**src/rtl/uart_tx_pkg.sv**
```systemverilog
// Shared types and constants for the UART TX frame controller.
// Frame states, parity selectors and line levels.
package uart_tx_pkg;

  typedef enum logic [2:0] {
    IDLE   = 3'd0,
    START  = 3'd1,
    DATA   = 3'd2,
    PARITY = 3'd3,
    STOP   = 3'd4
  } state_e;

  localparam logic PAR_EVEN  = 1'b0;
  localparam logic PAR_ODD   = 1'b1;

  localparam logic IDLE_LVL  = 1'b1;
  localparam logic START_LVL = 1'b0;
  localparam logic STOP_LVL  = 1'b1;

endpackage

```
**src/rtl/uart_tx_parity_calc.sv**
```systemverilog
// Combinational parity generator for one data word.
// Even parity is the XOR reduction; odd parity is its inverse.
module uart_tx_parity_calc
  import uart_tx_pkg::*;
#(
  parameter int DATA_WIDTH = 8
) (
  input  logic [DATA_WIDTH-1:0] data_i,
  input  logic                  par_typ_i,
  output logic                  par_bit_o
);

  logic red;

  // XOR-reduce the word, invert for odd parity
  always_comb begin
    red       = ^data_i;
    par_bit_o = (par_typ_i == PAR_ODD) ? ~red : red;
  end

endmodule

```
**src/rtl/uart_tx_frame_ctrl.sv**
```systemverilog
// UART TX frame sequencer: start, serialized data, optional parity,
// stop bits; aborts the data phase if the serializer never finishes.
module uart_tx_frame_ctrl
  import uart_tx_pkg::*;
#(
  parameter int DATA_WIDTH   = 8,
  parameter int STOP_BITS    = 1,
  parameter int DONE_TIMEOUT = 16
) (
  input  logic                  CLK,
  input  logic                  RST,
  input  logic                  Data_Valid,
  input  logic [DATA_WIDTH-1:0] P_DATA,
  input  logic                  PAR_EN,
  input  logic                  PAR_TYP,
  input  logic                  ser_done,
  input  logic                  ser_data,
  output logic                  ser_en,
  output logic                  TX_OUT,
  output logic                  busy,
  output logic                  tmo_err
);

  localparam int TW = (DONE_TIMEOUT > 1) ? $clog2(DONE_TIMEOUT) : 1;
  localparam logic [TW-1:0] TMO_LAST = TW'(DONE_TIMEOUT - 1);
  localparam logic          SB_LAST  = (STOP_BITS == 2);

  state_e        state_q, state_d;
  logic          par_bit_q, par_bit_d;
  logic          par_en_q, par_en_d;
  logic [TW-1:0] tmo_cnt_q, tmo_cnt_d;
  logic          stop_cnt_q, stop_cnt_d;
  logic          tmo_err_q, tmo_err_d;
  logic          par_calc;

  // PAR_TYP is folded into the latched parity bit, so it needs no
  // separate register.
  uart_tx_parity_calc #(
    .DATA_WIDTH(DATA_WIDTH)
  ) u_par (
    .data_i   (P_DATA),
    .par_typ_i(PAR_TYP),
    .par_bit_o(par_calc)
  );

  // State and latch registers with synchronous active-low reset
  always_ff @(posedge CLK) begin
    if (!RST) begin
      state_q    <= IDLE;
      par_bit_q  <= 1'b0;
      par_en_q   <= 1'b0;
      tmo_cnt_q  <= '0;
      stop_cnt_q <= 1'b0;
      tmo_err_q  <= 1'b0;
    end else begin
      state_q    <= state_d;
      par_bit_q  <= par_bit_d;
      par_en_q   <= par_en_d;
      tmo_cnt_q  <= tmo_cnt_d;
      stop_cnt_q <= stop_cnt_d;
      tmo_err_q  <= tmo_err_d;
    end
  end

  // Next-state logic, acceptance latching and counters
  always_comb begin
    state_d    = state_q;
    par_bit_d  = par_bit_q;
    par_en_d   = par_en_q;
    tmo_cnt_d  = tmo_cnt_q;
    stop_cnt_d = stop_cnt_q;
    tmo_err_d  = 1'b0;
    unique case (state_q)
      IDLE: begin
        stop_cnt_d = 1'b0;
        if (Data_Valid) begin
          par_bit_d = par_calc;
          par_en_d  = PAR_EN;
          state_d   = START;
        end
      end
      START: begin
        tmo_cnt_d = '0;
        state_d   = DATA;
      end
      DATA: begin
        if (tmo_cnt_q != TMO_LAST)
          tmo_cnt_d = tmo_cnt_q + 1'b1;
        if (ser_done) begin
          state_d    = par_en_q ? PARITY : STOP;
          stop_cnt_d = 1'b0;
        end else if (tmo_cnt_q == TMO_LAST) begin
          state_d    = STOP;
          stop_cnt_d = 1'b0;
          tmo_err_d  = 1'b1;
        end
      end
      PARITY: begin
        stop_cnt_d = 1'b0;
        state_d    = STOP;
      end
      STOP: begin
        if (stop_cnt_q == SB_LAST)
          state_d = IDLE;
        else
          stop_cnt_d = stop_cnt_q + 1'b1;
      end
      default: state_d = IDLE;
    endcase
  end

  // Line mux and status decode from the registered state
  always_comb begin
    TX_OUT = IDLE_LVL;
    unique case (state_q)
      IDLE:    TX_OUT = IDLE_LVL;
      START:   TX_OUT = START_LVL;
      DATA:    TX_OUT = ser_data;
      PARITY:  TX_OUT = par_bit_q;
      STOP:    TX_OUT = STOP_LVL;
      default: TX_OUT = IDLE_LVL;
    endcase
    busy    = (state_q != IDLE);
    ser_en  = (state_q == START) || (state_q == DATA);
    tmo_err = tmo_err_q;
  end

endmodule

```
**config.mk**
```make
export PLATFORM = sky130hd
export DESIGN_NAME = uart_tx_frame_ctrl
export DESIGN_NICKNAME = d
export VERILOG_FILES = /design/src/rtl/uart_tx_pkg.sv /design/src/rtl/uart_tx_parity_calc.sv /design/src/rtl/uart_tx_frame_ctrl.sv
export SDC_FILE = /design/constraint.sdc
export NUM_CORES = 1
export LEC_CHECK = 0
export CORE_MARGIN = 1.5
export CORE_UTILIZATION = 27
export CTS_CLUSTER_SIZE = 10
export DETAILED_ROUTE_END_ITERATION = 10
export DONT_BUFFER_PORTS = 1
export PLACE_DENSITY = 0.41
export SYNTH_ARGS = -nofsm -noshare
export SYNTH_HDL_FRONTEND = slang
export SYNTH_HIERARCHICAL = 1
export SYNTH_SLANG_ARGS = --single-unit
export TNS_END_PERCENT = 30
```
**constraint.sdc**
```tcl
create_clock -name CLK -period 2.01 [get_ports CLK]
set_input_delay 0.603 -clock CLK [delete_from_list [all_inputs] [get_ports CLK]]
set_output_delay 0.603 -clock CLK [all_outputs]
set_load 0.01 [all_outputs]
```
==> results.toml <==
[clocking]
hold_buffers = 0
clock_tree_from_tritoncts = "done"
cts_repair_resize_count = 0
cts.reportedPaths.clkPinSlew_ns = 0.08
clk_latency_ns = 0.27
clock_buffer_count_from_cts = 3
cts_num_sinks = 10
cell_chosen_for_the_clock_root = "sky130_fd_sc_hd__clkbuf_4"
cts_buffer_depth = 2
post-cts-setup-buffers = 0
cts_htree_levels = 1

[yosys]
yosysSeqAreaShare_pct = 31.81
synth_compound_area_share_pct = 17.10
yosys.area_share.simple_pct = 29.03
synth_fa_ha_area_share_pct = 1.988
combined_area_of_all_synthesized_cells_um2 = 629.4
yosysTopAreaCellShare_pct = 31.81
yosysTopAreaCell = "sky130_fd_sc_hd__dfxtp_1"
post_synth_edffs = 0
synth_seq_cells = 10
area_share_of_xor_xnor_cells_in_the_synthesized_design_pct = 13.12
synthesis.area_per_instance_um2 = 10.15
most_common_cell_in_the_netlist = "sky130_fd_sc_hd__dfxtp_1"
cells_after_synth = 62
combinational_family_with_the_most_area_after_synthesis = "simple AND/OR/NAND/NOR gates"
synth.net_count = 78
synthArstFlopShare_pct = 0
synthesis.yosys.warnings = 6
muxShareOfSynthArea_pct = 3.181
netlist_top_cells_area = "sky130_fd_sc_hd__dfxtp_1 32%, sky130_fd_sc_hd__xnor2_1 5.6%, sky130_fd_sc_hd__nor2b_1 4.0%"
netlist-cell-type-count = 35
synth_top_flop_cell = "sky130_fd_sc_hd__dfxtp_1"
synth_top_cells_by_count = "10 x sky130_fd_sc_hd__dfxtp_1, 4 x sky130_fd_sc_hd__nor2b_1, 4 x sky130_fd_sc_hd__xnor2_1"

[power]
power_per_cell_area_nw_per_um2 = 706.9
p_leak_nw = 0.2516
vdd_ir_drop_max_v = 0.0003897
post-layout-total-power_mw = 0.4838

[timing]
final_min_period_over_clock_period_pct = 93.48
setup_viol = 0
rsz0062_at_grt = "no"
slew_headroom_pct = 74.73
fin_worst_skew_ns = 0.01293
maxClockFrequency_mhz = 532.2
timing.setup.tns_ns = 0
post-route-min-period_ns = 1.879
final_max_slew_viol_count = 0
hold_violations = 0
timing_worst_slew_pin_value_ns = 0.3785

[grt]
grt_antenna_before_repair = 0
number_of_global_route_vias_before_repair = 462
grt.overflow.total = 0
grtUsageTotal_pct = 10.36
grt_max_degree = 12
wire_length_of_the_first_global_routing_pass_um = 2056

[place]
gp_routability_congestion = 0.7050
place_hpwl_um = 871.7
placed_cells_incl_taps = 88
io_buffer_count = 0

[floorplan]
rows = 17
ioPinCount = 19
die_h_um = 51.28
placeableCoreArea_um2 = 2212
die_area_um2 = 2630
die_w_um = 51.28
floorplan.initialDensity_pct = 28.45

[setup_path]
crit_chain = "nand2b_1, nor2_1, o21bai_1"
crit_arrival_ns = 1.28
startpoint_type = "flop"
worst-endpoint-required_ns = 1.41
setup.worst_path.end_class = "primary output"
crit_path_max_fanout = 10
timing.setup.critical_path_class = "reg2out"
worst_path_largest_cell_delay_ns = 0.54
critical-path-slowest-cell = "sky130_fd_sc_hd__dfxtp_1"

[routing]
drt-wirelength-per-cell_um = 13.18
detailed_route_via_count = 467
drt_pre_antenna_iters = 4
detailed_route_drc_error_count = 0
drt-total-wl_um = 1213
avgViaCountPerCell = 5.076
dr.first_iter.drc_count = 6
ant_nets = 0

[cells_and_area]
drive_gt1_share_pct = 21.88
instances_no_fill = 92
multiInputGateArea_um2 = 405.4
n_antenna_cell = 0
area.sequential_um2 = 200.2
syn_to_final_growth_pct = 8.747
n_fill_cell = 250
design.final.nets = 81

[run_status]
status = "complete, no violations"

[run]
maxCapViolations = 0

[hold_path]
min_path_type = "in2reg"
[registers in the layout, summed over array words and instances, names as in the netlist]
| name | count |
|---|---|
| tmo_cnt_q | 4 |
| tmo_err | 1 |
| state_q | 3 |
| par_en_q | 1 |
| par_bit_q | 1 |
[metal layers]
layer | global-route usage, % | share of wire (%) | up-vias
li1 | - | - | 236
met1 | 12.37 | 49 | 214
met2 | 16.67 | 41 | 17
met3 | 5.848 | 9.9 | 0
met4 | 1.316 | 0 | 0
met5 | 0 | 0 | -
[cells by family after synthesis]
group / Yosys count
simple gates: 24
compound gates: 14
flops: 10
xor+xnor: 7
buf+inv: 4
mux: 2
fa+ha+maj: 1
[area by class of cell]
cell class | count | area share [%]
inverters | 2 | 1.097
well taps | 28 | 5.119
clock buffers | 4 | 5.302
flip-flops and latches | 10 | 29.25
multi-input cells | 48 | 59.23
[where the power goes]
group / switching (mW) / internal [mW]
logic: 0.0298 / 0.0486
registers: 0.0119 / 0.207
clock network: 0.0765 / 0.110
total: 0.118 / 0.366
[metrics by stage]
stage / hold WS [ns] / utilization, % / setup slack, ns / cell area, µm²
finish: 0.4547 / 30.94 / 0.1311 / 684.4
detailed placement: 0.4822 / 29.30 / 0.4024 / 648.1
floorplan: 0.4480 / - / 0.4617 / 629.4
global placement: 0.4799 / 29.30 / 0.4241 / 648.1
CTS: 0.4526 / 30.94 / 0.1194 / 684.4
global route: 0.4424 / 30.94 / 0.01868 / 684.4
[path summary, 6_finish.rpt]
path                start            to  slack [ns]  depth (start not counted)
max            state_q[0]        TX_OUT        0.13                          3
min                   RST     par_bit_q        0.45                          1
max reg2reg    state_q[1]  tmo_cnt_q[2]        0.53                          3
min reg2reg  tmo_cnt_q[3]  tmo_cnt_q[3]        0.49                          1
[critical path, delay by kind of cell (launching register included)]
family | cells | cell delay (ns)
flip-flops | 1 | 0.54
AO/OA/AOI/OAI | 1 | 0.23
AND/OR/NAND/NOR | 2 | 0.23
[cell usage in the layout, fill, tap and decap left out, drive strengths merged]
| cell type | synthesis | routed |
|---|---|---|
| mux2i | 2 | 2 |
| xor2 | 1 | 1 |
| o21bai | 1 | 1 |
| o32ai | 1 | 1 |
| nor2b | 4 | 4 |
| or3 | 1 | 1 |
| nand3 | 3 | 3 |
| and3 | 1 | 1 |
| a31oi | 3 | 3 |
| o311a | 1 | 1 |
| and2 | 1 | 1 |
| xnor2 | 5 | 5 |
| dfxtp | 10 | 10 |
| nor4b | 2 | 2 |
| and4bb | 1 | 1 |
| o221a | 1 | 1 |
| ha | 1 | 1 |
| a21oi | 3 | 3 |
| or3b | 1 | 1 |
| a21boi | 1 | 1 |
| and2b | 1 | 1 |
| o21ai | 1 | 1 |
| nand2b | 3 | 3 |
| nand2 | 2 | 2 |
| inv | 2 | 2 |
| xnor3 | 1 | 1 |
| clkbuf | 1 | 4 |
| nand4b | 1 | 1 |
| a41oi | 1 | 1 |
| nor2 | 2 | 2 |
| o221ai | 1 | 1 |
| nor3 | 1 | 1 |
No activity file was read; power rests on OpenSTA's default activity.
==> edit 1 (same flow settings) <==
Make the reset (`RST`) asynchronous in one clocked block. Comments in the files are not updated.
--- a/src/rtl/uart_tx_frame_ctrl.sv
+++ b/src/rtl/uart_tx_frame_ctrl.sv
@@ -44,7 +44,7 @@
   );
 
   // State and latch registers with synchronous active-low reset
-  always_ff @(posedge CLK) begin
+  always_ff @(posedge CLK or negedge RST) begin
     if (!RST) begin
       state_q    <= IDLE;
       par_bit_q  <= 1'b0;
Formal check against the unedited RTL: differs if RST is asserted again (counterexample within 4 cycles, from zero or initial values and one cycle with RST low); with RST held inactive, the same outputs for 10 cycles.
==> edit 1 against the unedited design <==
Non-clock buffer count grew 3. Area after synthesis grew 1.2%. Register-to-register slack lost 0.06 ns. Final cell count grew 3.3%. Clock skew shrank 0.0078 ns. Cell area grew 4.6%. Sequential cell count is the same. Core utilization grew 1.4 points. Worst setup slack lost 0.026 ns. Sequential share of layout area grew 5.7 points. Critical path depth is the same. Routed wire length grew 11%. Highest routed layer is now met4.
Power is not compared: it rests on default switching activity, and its combinational part moved more than twofold at a synthesized area within 25%.
==> edit 1: results <==
[placement]
dp.final_hpwl_um = 980
place_ws_ns = 0.281
port_buffers = 0
place.gp.congestion = 0.685

[worst_setup_path]
r2r_start = "state_q[0]$_DFFE_PN0P_"
slowest_stage = "dfrtp_1"
slowest_delay_ns = 0.50
cp_max_fo = 11
crit_family = "flip-flops"
r2r_end = "par_bit_q$_DFFE_PN0P_"
crit_arrival_ns = 1.30
worstRegToRegCells = 4
r2r_slack_ns = 0.47

[clock_tree]
numCtsBuffers = 3
worstSkewPairLatency_ns = 0.27
cts-htree-levels = 1
cts_root_buf = "clkbuf_4"
cts.repair.resized = 0
clk_pin_slew_ns = 0.08
clockBufferDepth = 2

[timing]
relSlewSlack_pct = 77.7
holdWs_ns = 0.0266
clock_skew_ns = 0.00509

[global_routing]
grt_pass1_wl_mm = 2.06
grt_max_degree = 13
track_usage_pct = 11.1
first_global_vias = 447

[run_status]
status = "completed"

[drt]
drtPass1Iterations = 4
drtIter0Drc = 4
wl_per_cell_um = 14.2
vias_per_cell = 4.91

[power_and_ir_drop]
peakVddDrop_mv = 0.566
p_leak_nw = 0.296

[synthesis]
yosys_warnings = 6
synth_ff_type = "dfrtp_1"
syn_nets = 79
ys_async_sr_fraction_pct = 100
seq_area_frac_synth_pct = 39.3
yosys-top-cells-count = "10 x dfrtp_1, 6 x nand3_1, 4 x nor2_1, 4 x xnor2_1, 3 x o211ai_1"
ys_top_cells_by_area = "dfrtp_1 39%, xnor2_1 5.5%, nand3_1 4.7%, mux2_1 3.5%, o211ai_1 3.5%"
synth.distinct_cells = 34

[layout]
fin_nets = 84
reg_top3 = "tmo_cnt_q: 4 flops, state_q: 3 flops"
diodes = 0
drive_gt1_share_pct = 16.4
fill_cells = 249

[hold_path]
hp-class = "in2async"
[edit 1: routing by layer]
metal  vias to the layer above  GRT usage, %  wire length (um)
li1                        238             -                 -
met1                       215          15.2               685
met2                        11          15.6               587
met3                         2          1.72                56
met4                         0          7.89                18
met5                         -             0                 0
[edit 1: kinds of logic after synthesis]
family | count (synthesis) | synth area share (%)
xor+xnor | 7 | 13.0
fa+ha+maj | 1 | 1.96
flops | 10 | 39.3
mux | 3 | 5.11
buf+inv | 4 | 3.34
compound gates | 14 | 14.5
simple gates | 24 | 22.8
[edit 1: power breakdown]
part	switching, mW	total, mW	internal (mW)	leakage (nW)
Sequential	0.0838	0.355	0.271	0.130
Combinational	0.226	0.417	0.192	0.144
Clock	0.0770	0.187	0.110	0.0210
Total	0.387	0.960	0.573	0.296
[edit 1: worst register-to-register path, delay by kind of cell (launching register included)]
kind	cells	cell delay, ns
AND/OR/NAND/NOR	2	0.49
buffers and inverters	1	0.18
multiplexers	1	0.33
flip-flops	1	0.42
[edit 1: layout make-up]
type / instances / area [um2] / share of cell area, %
sequential: 10 / 250 / 35.0
inverter: 1 / 3.75 / 0.524
timing repair buffer: 3 / 25.0 / 3.50
clock buffer: 4 / 36.3 / 5.07
tap: 28 / 35.0 / 4.90
multi-input combinational: 49 / 365 / 51.0
[edit 1: through the flow]
stage	instance area, um2	std cells
3_3_place_gp	669	90
4_1_cts	706	94
5_1_grt	716	95
6_report	716	95
3_5_place_dp	669	90
2_1_floorplan	637	63
[edit 1: how the worst max path moves through the flow]
stage | slack (ns) | end | from
3_3_place_gp | 0.33 | par_bit_q$_DFFE_PN0P_ | P_DATA[4]
6_report | 0.11 | TX_OUT | state_q[1]$_DFFE_PN0P_
3_5_place_dp | 0.28 | par_bit_q$_DFFE_PN0P_ | P_DATA[4]
4_1_cts | 0.09 | ser_en | state_q[1]$_DFFE_PN0P_
5_1_grt | 0.03 | ser_en | state_q[1]$_DFFE_PN0P_
2_1_floorplan | 0.34 | par_bit_q$_DFFE_PN0P_ | P_DATA[4]
==> edit 2 (same settings) <==
Without the edit above. Change the parameter `DONE_TIMEOUT` from 16 to 32.
--- a/src/rtl/uart_tx_frame_ctrl.sv
+++ b/src/rtl/uart_tx_frame_ctrl.sv
@@ -5,7 +5,7 @@
 #(
   parameter int DATA_WIDTH   = 8,
   parameter int STOP_BITS    = 1,
-  parameter int DONE_TIMEOUT = 16
+  parameter int DONE_TIMEOUT = 32
 ) (
   input  logic                  CLK,
   input  logic                  RST,
Behaviour: no difference found for any inputs over 10 cycles, from zero or initial values and one cycle with RST low; that may be too few to reach the edited logic, so the function may still have changed.
==> edit 2 against the unedited design <==
Sequential cell count rose by 1. Non-clock buffer count grew 3. Routed wire length grew 19%. Cell area up 15%. Worst setup slack worse by 0.044 ns. Critical path depth up 3. Largest cell class unchanged. Area after synthesis is 10% higher.
Power is not compared: it rests on default switching activity, and its combinational part moved more than twofold at a synthesized area within 25%.
==> edit 2: results <==
[run_status]
status = "completed"

[worst_setup_path]
crit_arrival_ns = 2.10
cp_max_fo = 5
crit_family = "simple AND/OR/NAND/NOR gates"
worstRegToRegCells = 6
slowest_stage = "or4b_4"

[synthesis]
synthCells = 77
syn_nets = 94
seq_area_frac_synth_pct = 31.8
synth.distinct_cells = 33
ys_top_cells_by_area = "dfxtp_1 32%, xnor2_1 5.1%, and3_1 4.5%, nor2b_1 4.5%, ha_1 3.6%"
synth_mux_area_share_pct = 2.89
synth_compound_area_share_pct = 14.1
ys_async_sr_fraction_pct = 0
synth_fa_ha_area_share_pct = 3.61
yosys-top-cells-count = "11 x dfxtp_1, 5 x and3_1, 5 x nor2b_1"
netlist_area_um2 = 693
ys_ff_latch = 11
yosys_warnings = 6
synth_xor_area_share_pct = 11.9

[global_routing]
first_global_vias = 504
grt.overflow.total = 0
met1_usage_pct = 12.5
track_usage_pct = 11.9
grt_pass1_wl_mm = 2.31
use_met2_pct = 17.9
use_met3_pct = 6.94
grt_max_degree = 17
antenna_found_initial = 0

[timing]
clock_skew_ns = 0.000538
relSlewSlack_pct = 63.1

[clock_tree]
numCtsBuffers = 3
cts_root_buf = "clkbuf_4"
postCtsSetupBuffers = 0

[layout]
multi_input_area_share_pct = 59.7
fill_cells = 271
regArea_um2 = 228
inv_count = 1
drive_gt1_share_pct = 21.5
non_clock_buffer_area_share_pct = 2.85
fin_nets = 97
multi_input_cells = 60
buffers = 3
clkCellAreaFrac_pct = 3.33
reg_top3 = "tmo_cnt_q: 5 flops, state_q: 3 flops"
stdcell_count = 109

[drt]
wl_per_cell_um = 13.2
drtPass1Iterations = 3
drtIter0Drc = 5
wl_met3_um = 119
vias_per_cell = 5.18
drt-met1-wl_um = 640
wl_met2_um = 647
top_layer = "met4"

[placement]
place_ws_ns = 0.0127
dp.final_hpwl_mm = 1.03
dp.cells = 105
place.gp.congestion = 0.753
dpl-instance-area_um2 = 737
[edit 2: cell types whose count changed after synthesis, moves of 2 or more]
cell      delta
a21boi_0     +2
a31oi_1      -3
and3_1       +5
buf_2        +2
clkbuf_1     +3
nand4_1      +2
nor2_1       +2
nor3b_1      +3
o21a_1       +2
o21ai_0      +2
[edit 2: path summary, 6_finish.rpt]
check	startpoint	to	slack, ns
worst max-delay path	tmo_cnt_q[0]$_SDFFE_PN0P_	tmo_cnt_q[3]$_SDFFE_PN0P_	0.09
worst min-delay path	RST	tmo_cnt_q[0]$_SDFFE_PN0P_	0.43
worst max register to register	tmo_cnt_q[0]$_SDFFE_PN0P_	tmo_cnt_q[3]$_SDFFE_PN0P_	0.09
worst min register to register	tmo_cnt_q[2]$_SDFFE_PN0P_	tmo_cnt_q[2]$_SDFFE_PN0P_	0.50
[edit 2: what timing repair did]
action                                  in CTS  in global routing
gates resized for setup                      1                  7
endpoints found under the setup margin       1                  2
pin swaps                                    0                  2
